===== src/rtl/mips_pkg.sv =====
// mips_pkg: shared widths, constants and fetch entry type for the front end
package mips_pkg;
    localparam int XLEN = 32;
    localparam logic [XLEN-1:0] PC_STEP = 32'd4;
    localparam logic [XLEN-1:0] RESET_PC = 32'h0000_0064;
    typedef struct packed {
        logic [XLEN-1:0] pc;
        logic [XLEN-1:0] instr;
        logic            filled;
    } fetch_entry_t;
endpackage


===== src/rtl/fetch_entry_buf.sv =====
// fetch_entry_buf: circular buffer of fetch entries with alloc, in-order fill and head pop
module fetch_entry_buf
    import mips_pkg::*;
#(
    parameter int DEPTH = 2,
    localparam int AW = $clog2(DEPTH),
    localparam int CW = AW + 1
) (
    input  logic             clk,
    input  logic             reset_n,
    input  logic             clear,
    input  logic             alloc,
    input  logic [XLEN-1:0]  alloc_pc,
    input  logic             fill,
    input  logic [XLEN-1:0]  fill_instr,
    input  logic             pop,
    output logic [CW-1:0]    count,
    output logic [CW-1:0]    pending,
    output fetch_entry_t     head
);
    fetch_entry_t ent [DEPTH];
    logic [AW-1:0] head_ptr, fill_ptr, tail_ptr;
    always_ff @(posedge clk or negedge reset_n) begin
        if (!reset_n) begin
            for (int i = 0; i < DEPTH; i++) ent[i] <= '0;
            head_ptr <= '0;
            fill_ptr <= '0;
            tail_ptr <= '0;
            count    <= '0;
            pending  <= '0;
        end else if (clear) begin
            for (int i = 0; i < DEPTH; i++) ent[i].filled <= 1'b0;
            head_ptr <= '0;
            fill_ptr <= '0;
            tail_ptr <= '0;
            count    <= '0;
            pending  <= '0;
        end else begin
            // pop, alloc and fill always address distinct entries
            if (pop) ent[head_ptr].filled <= 1'b0;
            if (alloc) ent[tail_ptr] <= '{pc: alloc_pc, instr: '0, filled: 1'b0};
            if (fill) begin
                ent[fill_ptr].instr  <= fill_instr;
                ent[fill_ptr].filled <= 1'b1;
            end
            head_ptr <= head_ptr + AW'(pop);
            fill_ptr <= fill_ptr + AW'(fill);
            tail_ptr <= tail_ptr + AW'(alloc);
            count    <= count + CW'(alloc) - CW'(pop);
            pending  <= pending + CW'(alloc) - CW'(fill);
        end
    end
    assign head = ent[head_ptr];
endmodule


===== src/rtl/fetch_stage.sv =====
// fetch_stage: issues in-order imem requests from pc_in, pairs responses with PCs and feeds decode
module fetch_stage
    import mips_pkg::XLEN;
    import mips_pkg::fetch_entry_t;
#(
    parameter int              DEPTH   = 2,
    parameter logic [XLEN-1:0] PC_STEP = mips_pkg::PC_STEP
) (
    input  logic            clk,
    input  logic            reset_n,
    input  logic [XLEN-1:0] pc_in,
    output logic            pc_hold,
    output logic            imem_req_valid,
    output logic [XLEN-1:0] imem_req_addr,
    input  logic            imem_req_ready,
    input  logic            imem_rsp_valid,
    input  logic [XLEN-1:0] imem_rsp_data,
    input  logic            flush,
    output logic            id_valid,
    output logic [XLEN-1:0] id_instr,
    output logic [XLEN-1:0] id_pc,
    output logic [XLEN-1:0] id_pc_plus4,
    input  logic            id_ready
);
    localparam int CW = $clog2(DEPTH) + 1;
    logic [CW-1:0] count, pending, drop_cnt;
    logic [CW:0]   used;
    logic          hs, rsp_drop, fill, pop;
    fetch_entry_t  head;
    always_comb begin
        used           = {1'b0, count} + {1'b0, drop_cnt};
        // held low in reset so next-PC select sees pc_hold until release
        imem_req_valid = reset_n && !flush && (used < (CW+1)'(DEPTH));
        hs             = imem_req_valid && imem_req_ready;
        rsp_drop       = imem_rsp_valid && (drop_cnt != '0);
        fill           = imem_rsp_valid && !rsp_drop && (pending != '0) && !flush;
        id_valid       = head.filled && !flush;
        pop            = id_valid && id_ready;
    end
    assign imem_req_addr = pc_in;
    assign pc_hold       = !hs;
    assign id_instr      = head.instr;
    assign id_pc         = head.pc;
    assign id_pc_plus4   = head.pc + PC_STEP;
    always_ff @(posedge clk or negedge reset_n) begin
        if (!reset_n)
            drop_cnt <= '0;
        else if (flush)
            drop_cnt <= drop_cnt + pending - CW'(imem_rsp_valid && (drop_cnt != '0 || pending != '0));
        else
            drop_cnt <= drop_cnt - CW'(rsp_drop);
    end
    fetch_entry_buf #(.DEPTH(DEPTH)) u_buf (
        .clk        (clk),
        .reset_n    (reset_n),
        .clear      (flush),
        .alloc      (hs),
        .alloc_pc   (pc_in),
        .fill       (fill),
        .fill_instr (imem_rsp_data),
        .pop        (pop),
        .count      (count),
        .pending    (pending),
        .head       (head)
    );
    // a response with nothing outstanding is a memory protocol violation
    assert property (@(posedge clk) disable iff (!reset_n)
        !(imem_rsp_valid && drop_cnt == '0 && pending == '0));
endmodule


===== config.mk =====
export PLATFORM = sky130hd
export DESIGN_NAME = fetch_stage
export DESIGN_NICKNAME = d
export VERILOG_FILES = /design/src/rtl/mips_pkg.sv /design/src/rtl/fetch_entry_buf.sv /design/src/rtl/fetch_stage.sv
export SDC_FILE = /design/constraint.sdc
export NUM_CORES = 1
export LEC_CHECK = 0
export ABC_CLOCK_PERIOD_IN_PS = 7400
export BUFFER_PORTS_ARGS = -buffer_cell sky130_fd_sc_hd__buf_2
export CAP_MARGIN = 40
export CELL_PAD_IN_SITES_DETAIL_PLACEMENT = 0
export CELL_PAD_IN_SITES_GLOBAL_PLACEMENT = 1
export CORE_ASPECT_RATIO = 1.5
export CORE_MARGIN = 5
export CORE_UTILIZATION = 44
export DETAILED_ROUTE_END_ITERATION = 12
export PLACE_DENSITY_LB_ADDON = 0.3
export REMOVE_ABC_BUFFERS = 1
export SYNTH_ARGS = -nofsm -noshare
export SYNTH_HDL_FRONTEND = slang
export SYNTH_SLANG_ARGS = --single-unit

===== constraint.sdc =====
create_clock -name clk -period 7.4 [get_ports clk]
set_input_delay 0.37 -clock clk [delete_from_list [all_inputs] [get_ports clk]]
set_output_delay 0.37 -clock clk [all_outputs]
set_load 0.005 [all_outputs]

==> results of run 1 <==
[placed cells by master (no fill, tap or decap), drive strengths merged, types with 6 or more instances in the layout]
cell | Yosys | layout
buf | 60 | 209
dfrtp | 139 | 139
mux2 | 118 | 118
a22o | 64 | 64
nand2 | 24 | 24
xor2 | 20 | 20
clkbuf | 4 | 18
inv | 16 | 18
xnor2 | 17 | 17
nor2 | 15 | 15
nor3 | 10 | 10
ha | 8 | 8
mux2i | 6 | 6
o21ai | 6 | 6
nand4 | 6 | 6
nand3 | 6 | 6
[kinds of logic (layout without fill, tap and decap cells)]
family,after synthesis,after routing,share of synthesized area (%)
multiplexers,124,124,19.6
AND/OR/NAND/NOR,87,87,7.38
adder cells (fa/ha/maj),9,9,1.70
buffers and inverters,80,258,6.88
flip-flops,139,139,49.2
AO/OA/AOI/OAI,87,87,10.6
XOR/XNOR,37,37,4.58
[path summary, 6_finish.rpt]
| kind | from | to | slack (ns) | cells after the start |
|---|---|---|---|---|
| setup / recovery | u_buf.head_ptr | id_pc_plus4[20] | 3.46 | 9 |
| hold / removal | imem_rsp_data[9] | u_buf.ent[10] | 0.20 | 2 |
| setup reg to reg | drop_cnt[0] | u_buf.ent[76] | 4.04 | 11 |
| hold reg to reg | flip-flop | flip-flop | 0.48 | 1 |
| max in group asynchronous | reset_n | asynchronous set/reset pin | 5.89 | 4 |
| min in group asynchronous | reset_n | asynchronous set/reset pin | 0.52 | 2 |
[worst reg2reg max path, delay by kind of cell, from the launching register on]
family | cells | cell delay [ns]
flops | 1 | 0.38
fa+ha+maj | 1 | 0.44
simple gates | 5 | 1.28
buf+inv | 4 | 0.94
compound gates | 1 | 0.22
[through the flow]
stage / hold slack, ns / cells
floorplan: 0.0744 / 499
global placement: 0.401 / 910
finish: 0.196 / 944
global route: 0.181 / 944
CTS: 0.172 / 943
detailed placement: 0.416 / 910
[power groups by stage]
stage               Clock [µW]  Combinational (µW)  Sequential (µW)
floorplan                    0                 543             1050
global placement             0                 902             1080
detailed placement           0                 923             1090
CTS                        916                 927             1080
global route               951                1010             1110
finish                     893                 909             1090
[layer usage]
metal	track usage, %	up-vias
met5	0	-
met4	6.83	0
met3	4.63	20
met2	32.6	154
met1	22.2	2525
li1	-	2335
[cell type report]
| cell class | count | share of cell area [%] |
|---|---|---|
| multi-input cells | 344 | 36.0 |
| well taps | 203 | 2.94 |
| repair buffers | 210 | 12.8 |
| clock buffers | 18 | 4.97 |
| flip-flops and latches | 139 | 40.3 |
| inverters | 16 | 0.696 |
| clock inverters | 14 | 2.26 |
[what timing repair did]
item                                    in CTS  in global routing
hold endpoints to repair                    69                  0
gates resized for setup                      0                  0
endpoints found under the setup margin       0                  0
hold buffers                                 1                  0
buffers inserted                             0                  0
==> run metrics, run 1 <==
Tot GR Track Use 18.7%; HP Class primary input to flip-flop; DP Area 7970 µm²; CP Capture Type primary output; CTS H-tree depth 4; clock network power share 30.9%; cell internal pwr 2010 µW; WL met2 8910 µm; PwrDens 334 nW/µm²; io pins 201; Async SR Flop Fraction 100%; status finished, final reports clean; grt ovf 0; Vias per Instance 5.33; largest net degree at the start of global routing 72; Area contributors post-synth dfrtp_1, mux2_2, a22o_1; Skew-Pair Late Insertion Delay 0.42 ns; Yosys top cell by area dfrtp_1; Max Clock Freq 254 MHz; worst slack, placed 3.83 ns; sequential share of power 37.6%; post-layout min period 3.94 ns; setup ws final 3.46 ns; most frequent cell after synthesis dfrtp_1; Top Layer Used met4; Worst path max stage delay 0.77 ns; worst-case vdd ir drop 159 µV; hpwl dp 12100 µm; Synth top area share 49.2%; CP max FO 51; multi-input logic area 3110 µm²; Net Sw Power 881 µW; syn avg cell area 12.6 µm²; Final Max Slew Viols 0; clock slew at reported path FFs 0.06 ns; antenna viol nets, final 0; max-cap violations 0; Fillers 1348; metal1 wirelength 7030 µm; Netlist cell types 55; WP data required 7.03 ns; Comb pwr share 31.5%; fin nets 807; CTS tree built; via count 5034; worst rel slew slack 56.8%; layout cell share with drive strength beyond 1 50.2%; synth cell count leaders dfrtp_1, mux2_2, a22o_1; ys flop type dfrtp_1; Critical Path, Cell by Cell buf_4 > mux2_2 > ha_1 > nand4_1 > o22ai_2 > nand3_2 > nor3_1 > xor2_1 > buf_2; RSZ-0062 raised after global routing no; Worst-Margin Slew 0.648 ns; LEAKAGE 0.00440 µW; Final Hold Vio Count 0; ratio of final minimum period to clock period 53.2%; Die W 114 µm; vias in the first global route 5458; first-pass GRT wire length 27800 µm; Routed WL per cell 18.3 µm; mapped cell area 7070 µm²; Register Area 3480 µm²; Seq/Total Area, Yosys 49.2%; WP buf/inv 2; fin area 8630 µm²; initial antenna violation count 0; switching share of power 30.5%; # rows 56; crit path DAT 3.57 ns; Final Power 2890 µW; clk root buf clkbuf_16; Post-synth EDFFs 0; fin util 55.0%; Ant. Diodes 0; setup tns final 0 ns; final setup vio count 0; cell count after synthesis 563; Critical Path Start Type flip-flop; Bufs on Longest Clock Path 2; Routed Wire Length 17300 µm; delay-heaviest family, CP flip-flops; die height 165 µm; metal3 WL 1080 µm; TritonCTS Buffers 17; full die area 18800 µm²; synth-to-layout area growth 22.1%; Starting Density 45.0%; Sink Count 139; DR iter-0 viols 240; DRT Pass-1 Iters 6; slowest CP cell dfrtp_4; PortBufs 200; # DRC 0; clk_skew 0.0132 ns; RD Place Congestion 0.850; Core Region 15700 µm²; Seq cells post-synth 139; yosys warns 0; type of the worst setup path flip-flop to primary output
No activity file was read; power rests on OpenSTA's default activity.
==> run 2: changes to the inputs <==
Settings changed: ABC_CLOCK_PERIOD_IN_PS 7400 to 3350, CORE_UTILIZATION 44 to 37.
Clock period 7.4 ns to 3.35 ns, I/O delays scaled along.
==> run metrics, run 2 (synthesis results as in run 1) <==
Starting Density 37.2% (was 45.0%); Bufs on Longest Clock Path 2 (unchanged); clock slew at reported path FFs 0.06 ns (about the same); most frequent cells in the layout buf_2, dfrtp_1, mux2_2 (unchanged); CP max FO 27 (was 51); reg2reg path depth 9 (was 11); CTS tree built (unchanged); crit path DAT 2.88 ns (was 3.57 ns); Routed WL per cell 17.1 µm (was 18.3 µm); clk root buf clkbuf_16 (unchanged); status finished, final reports clean (unchanged); die height 179 µm (was 165 µm); worst r2r src drop_cnt[0] (unchanged); initial antenna violation count 0 (unchanged); worst-case vdd ir drop 263 µV (was 159 µV); Final Hold Slack 0.0178 ns (was 0.196 ns); largest net degree at the start of global routing 69 (was 72); RSZ-0062 raised after global routing no (unchanged); Vias per Instance 5.02 (was 5.33); Worst path max stage delay 0.62 ns (was 0.77 ns); clk_skew 0.0106 ns (was 0.0132 ns); synth-to-layout area growth 29.5% (was 22.1%); # rows 62 (was 56); worst rel slew slack 41.5% (was 56.8%); # DRC 0 (unchanged); final setup vio count 0 (unchanged); Min-Delay Path Depth 2 (unchanged); Skew-Pair Late Insertion Delay 0.41 ns (was 0.42 ns); LEAKAGE 0.00461 µW (was 0.00440 µW); antenna viol nets, final 0 (unchanged); Sink Count 139 (unchanged); via count 5234 (was 5034); WP depth 7 (was 9); first-pass GRT wire length 28000 µm (was 27800 µm); grt ovf 0 (unchanged); io pins 201 (unchanged); CTS H-tree depth 4 (unchanged); DP Area 8100 µm² (was 7970 µm²); delay-heaviest family, CP simple AND/OR/NAND/NOR gates (was flip-flops); TritonCTS Buffers 17 (unchanged); RD Place Congestion 0.807 (was 0.850); Final Hold Vio Count 0 (unchanged); PortBufs 200 (unchanged); DR iter-0 viols 240 (unchanged); WP buf/inv 2 (unchanged); Final Power 6380 µW (was 2890 µW); DRT Pass-1 Iters 4 (was 6); HP Class primary input to flip-flop (unchanged); Critical Path, Cell by Cell buf_4 > and4_1 > o221ai_2 > nand4b_2 > nor4_2 > xor2_1 > buf_2 (was buf_4 > mux2_2 > ha_1 > nand4_1 > o22ai_2 > nand3_2 > nor3_1 > xor2_1 > buf_2); worst hold start imem_rsp_data[24] (was imem_rsp_data[9]); Tot GR Track Use 16.1% (was 18.7%); Final Max Slew Viols 0 (unchanged); hpwl dp 12500 µm (was 12100 µm); fin nets 853 (was 807); PwrDens 697 nW/µm² (was 334 nW/µm²); Max Clock Freq 328 MHz; most common cell after layout, fill and taps aside buf_2 (unchanged); Routed Wire Length 17800 µm (was 17300 µm); slowest CP cell dfrtp_4 (unchanged); Die W 123 µm (was 114 µm); cts repair resizes 0 (unchanged); ratio of final minimum period to clock period 90.9%; Reg2Reg Setup Slack 0.66 ns (was 4.04 ns); post-layout min period 3.04 ns; max-cap violations 0 (unchanged); Worst-Margin Slew 0.878 ns (was 0.648 ns); Critical Path Start Type flip-flop (unchanged); full die area 22000 µm² (was 18800 µm²); fin area 9160 µm² (was 8630 µm²); vias in the first global route 5472 (was 5458); Core Region 19000 µm² (was 15700 µm²); Ant. Diodes 0 (unchanged); layout cell share with drive strength beyond 1 47.8% (was 50.2%); WP data required 3.18 ns (was 7.03 ns); hold endpoint u_buf.ent[25] (was u_buf.ent[10]); type of the worst setup path flip-flop to primary output (unchanged); CP Capture Type primary output (unchanged)
run 2: changes by cell type in the layout (fill, tap and decap cells not counted), sizes merged:
cell,change
dlygate4sd3,+43
clkinvlp,-2
bufinv,-1
clkbuf,+1
buf,+3
inv,+2
run 2: area by class of cell:
cell class                      instances  area (µm²)
Sequential cell                       139        3480
Clock inverter                         13         164
Fill cell                            1729        9850
Clock buffer                           19         453
Multi-Input combinational cell        344        3110
Inverter                               16        60.1
Timing Repair Buffer                  256        1570
Tap cell                              256         320
run 2: stage by stage:
step	utilization [%]	std cells	setup WS [ns]	TNS, ns
global placement	42.5	966	0.745	0
floorplan	-	499	-0.429	-5.48
global route	48.2	1043	0.126	0
CTS	48.2	1043	0.245	0
finish	48.2	1043	0.305	0
detailed placement	42.6	967	0.672	0
run 2: power by group:
part           leakage, µW  switching [µW]  internal, µW
logic              0.00246             923          1110
registers          0.00185             289          2100
clock network     0.000301             733          1220
run 2: worst reg2reg max path, cell delays in order, from the launching register on:
cell and delay (ns):
dfrtp_1 0.38, inv_1 0.08, nor2_1 0.12, fa_1 0.44
nor4b_2 0.31, and2_1 0.33, inv_1 0.13, nor2_4 0.15
buf_12 0.23, mux2_2 0.40
run 2: worst max-delay path by stage:
stage | from | end | slack (ns)
finish | u_buf.head_ptr | id_pc_plus4[31] | 0.31
global route | u_buf.head_ptr | id_pc_plus4[31] | 0.13
CTS | u_buf.head_ptr | id_pc_plus4[31] | 0.24
detailed placement | drop_cnt[0] | flip-flop | 0.67
global placement | u_buf.head_ptr | id_pc_plus4[31] | 0.75
floorplan | u_buf.head_ptr | id_pc_plus4[28] | -0.43
run 2: timing repair:
item,in CTS,in global routing
hold buffers,44,0
setup buffers,0,0
hold endpoints to repair,121,0
run 2: routing by layer:
layer,up-vias,routed length (µm),GRT usage (%)
li1,2424,-,-
met1,2610,7150,19.0
met2,188,9260,29.1
met3,12,1190,3.57
met4,0,186,4.86
met5,-,0,0
==> run 3: changes to the inputs <==
Settings changed: CELL_PAD_IN_SITES_DETAIL_PLACEMENT 0 to not set, CELL_PAD_IN_SITES_GLOBAL_PLACEMENT 1 to not set, CORE_UTILIZATION 37 to 46.
==> run metrics, run 3 (synthesis results as in run 1) <==
Post CTS Setup Buffer Count 0 (unchanged); Starting Density 46.9% (was 37.2%); synth-to-layout area growth 26.9% (was 29.5%); CTS H-tree depth 4 (unchanged); Worst-Margin Slew 0.821 ns (was 0.878 ns); WP data required 3.18 ns (about the same); worst slack, placed 0.550 ns (was 0.672 ns); status finished, final reports clean (unchanged); Ant. Diodes 0 (unchanged); Core Region 15100 µm² (was 19000 µm²); DR iter-0 viols 193 (was 240); Reg2Reg Setup Slack 0.54 ns (was 0.66 ns); non-filler cells, final 975 (was 1043); slowest CP cell dfrtp_4 (unchanged); CP max FO 26 (was 27); fin area 8970 µm² (was 9160 µm²); crit path DAT 2.90 ns (was 2.88 ns); placed instance count 910 (was 967); type of the worst setup path flip-flop to primary output (unchanged); RSZ-0062 raised after global routing no (unchanged); Critical Path Start Type flip-flop (unchanged); ratio of final minimum period to clock period 91.6% (was 90.9%); Worst setup startpoint u_buf.head_ptr (unchanged); grt ovf 0 (unchanged); first-pass GRT wire length 28900 µm (was 28000 µm); Bufs on Longest Clock Path 2 (unchanged); Skew-Pair Late Insertion Delay 0.41 ns (about the same); Final Max Slew Viols 0 (unchanged); most frequent cells in the layout buf_2, dfrtp_1, mux2_2 (unchanged); Die W 111 µm (was 123 µm); cts repair resizes 0 (unchanged); full die area 18000 µm² (was 22000 µm²); DP Area 8030 µm² (was 8100 µm²); Sink Count 139 (unchanged); die height 162 µm (was 179 µm); HP Class primary input to flip-flop (unchanged); Max Clock Freq 326 MHz (was 328 MHz); WP buf/inv 1 (was 2); most common cell after layout, fill and taps aside buf_2 (unchanged); setup tns final 0 ns (unchanged); reg2reg path depth 9 (unchanged); worst-case vdd ir drop 300 µV (was 263 µV); fin nets 842 (was 853); worst rel slew slack 45.3% (was 41.5%); Vias per Instance 5.24 (was 5.02); antenna viol nets, final 0 (unchanged); delay-heaviest family, CP simple AND/OR/NAND/NOR gates (unchanged); critical path capture point id_pc_plus4[28] (was id_pc_plus4[31]); DRT Pass-1 Iters 4 (unchanged); largest net degree at the start of global routing 71 (was 69); hpwl dp 12000 µm (was 12500 µm); CP Capture Type primary output (unchanged); RD Place Congestion 0.814 (was 0.807); clock slew at reported path FFs 0.06 ns (about the same); # rows 55 (was 62); TritonCTS Buffers 17 (unchanged); clk root buf clkbuf_16 (unchanged); Worst path max stage delay 0.63 ns (was 0.62 ns); post-layout min period 3.07 ns (was 3.04 ns); clk_skew 0.0115 ns (was 0.0106 ns); max-cap violations 0 (unchanged); CTS tree built (unchanged); # DRC 0 (unchanged); Final Hold Vio Count 0 (unchanged); Routed Wire Length 17300 µm (was 17800 µm); final setup vio count 0 (unchanged); WP depth 8 (was 7); Critical Path, Cell by Cell mux2_2 > ha_1 > nand4_1 > o22ai_2 > nand3_2 > nor3b_1 > xor2_1 > buf_2 (was buf_4 > and4_1 > o221ai_2 > nand4b_2 > nor4_2 > xor2_1 > buf_2); PortBufs 200 (unchanged); Routed WL per cell 17.8 µm (was 17.1 µm); setup ws final 0.281 ns (was 0.305 ns); layout cell share with drive strength beyond 1 48.5% (was 47.8%); vias in the first global route 5722 (was 5472); worst r2r src drop_cnt[0] (unchanged); via count 5108 (was 5234); LEAKAGE 0.00456 µW (was 0.00461 µW); Tot GR Track Use 19.5% (was 16.1%); initial antenna violation count 0 (unchanged); io pins 201 (unchanged); PwrDens 707 nW/µm² (was 697 nW/µm²)
[run 3: changes by cell type in the layout (fill, tap and decap cells not counted)]
cell / delta
dlygate4sd3_1: -11
clkinv_4: +3
inv_6: -3
clkbuf_8: -1
clkinvlp_4: +1
[run 3: final cells by class]
class | count | area (µm²)
Clock buffer | 18 | 439
Clock inverter | 14 | 171
Fill cell | 1240 | 6100
Inverter | 16 | 60.1
Multi-Input combinational cell | 344 | 3110
Sequential cell | 139 | 3480
Tap cell | 199 | 249
Timing Repair Buffer | 245 | 1460
[run 3: timing repair]
item / in CTS / in global routing
endpoints found under the hold margin: 126 / 0
endpoints found under the setup margin: 0 / 0
hold buffers: 33 / 0
[run 3: through the flow]
stage          total power (µW)  hold WS (ns)  utilization, %
3_5_place_dp               4430        0.0848            53.3
2_1_floorplan              3530        -0.128               -
4_1_cts                    6420      0.000253            59.5
5_1_grt                    6740       0.00885            59.5
3_3_place_gp               4340         0.406            53.1
6_report                   6350        0.0153            59.5
[run 3: power breakdown]
| part | internal, µW | total [µW] | switching, µW |
|---|---|---|---|
| sequential | 2100 | 2400 | 294 |
| clock | 1190 | 1930 | 735 |
| combinational | 1100 | 2020 | 915 |
[run 3: worst min path at each step]
stage	from	end	slack [ns]	depth (start not counted)
floorplan	reset_n	asynchronous set/reset pin	-0.13	0
global placement	imem_rsp_data[3]	u_buf.ent[69]	0.41	2
detailed placement	reset_n	asynchronous set/reset pin	0.08	2
CTS	imem_rsp_data[16]	u_buf.ent[82]	0.0003	2
global route	pc_in[31]	flip-flop	0.009	2
finish	imem_rsp_data[29]	u_buf.ent[30]	0.02	2
[run 3: per-layer routing]
layer / wire, µm / global-route usage (%)
met5: 0 / 0
met4: 352 / 7.42
met3: 889 / 3.91
met2: 9110 / 34.8
met1: 6980 / 23.3
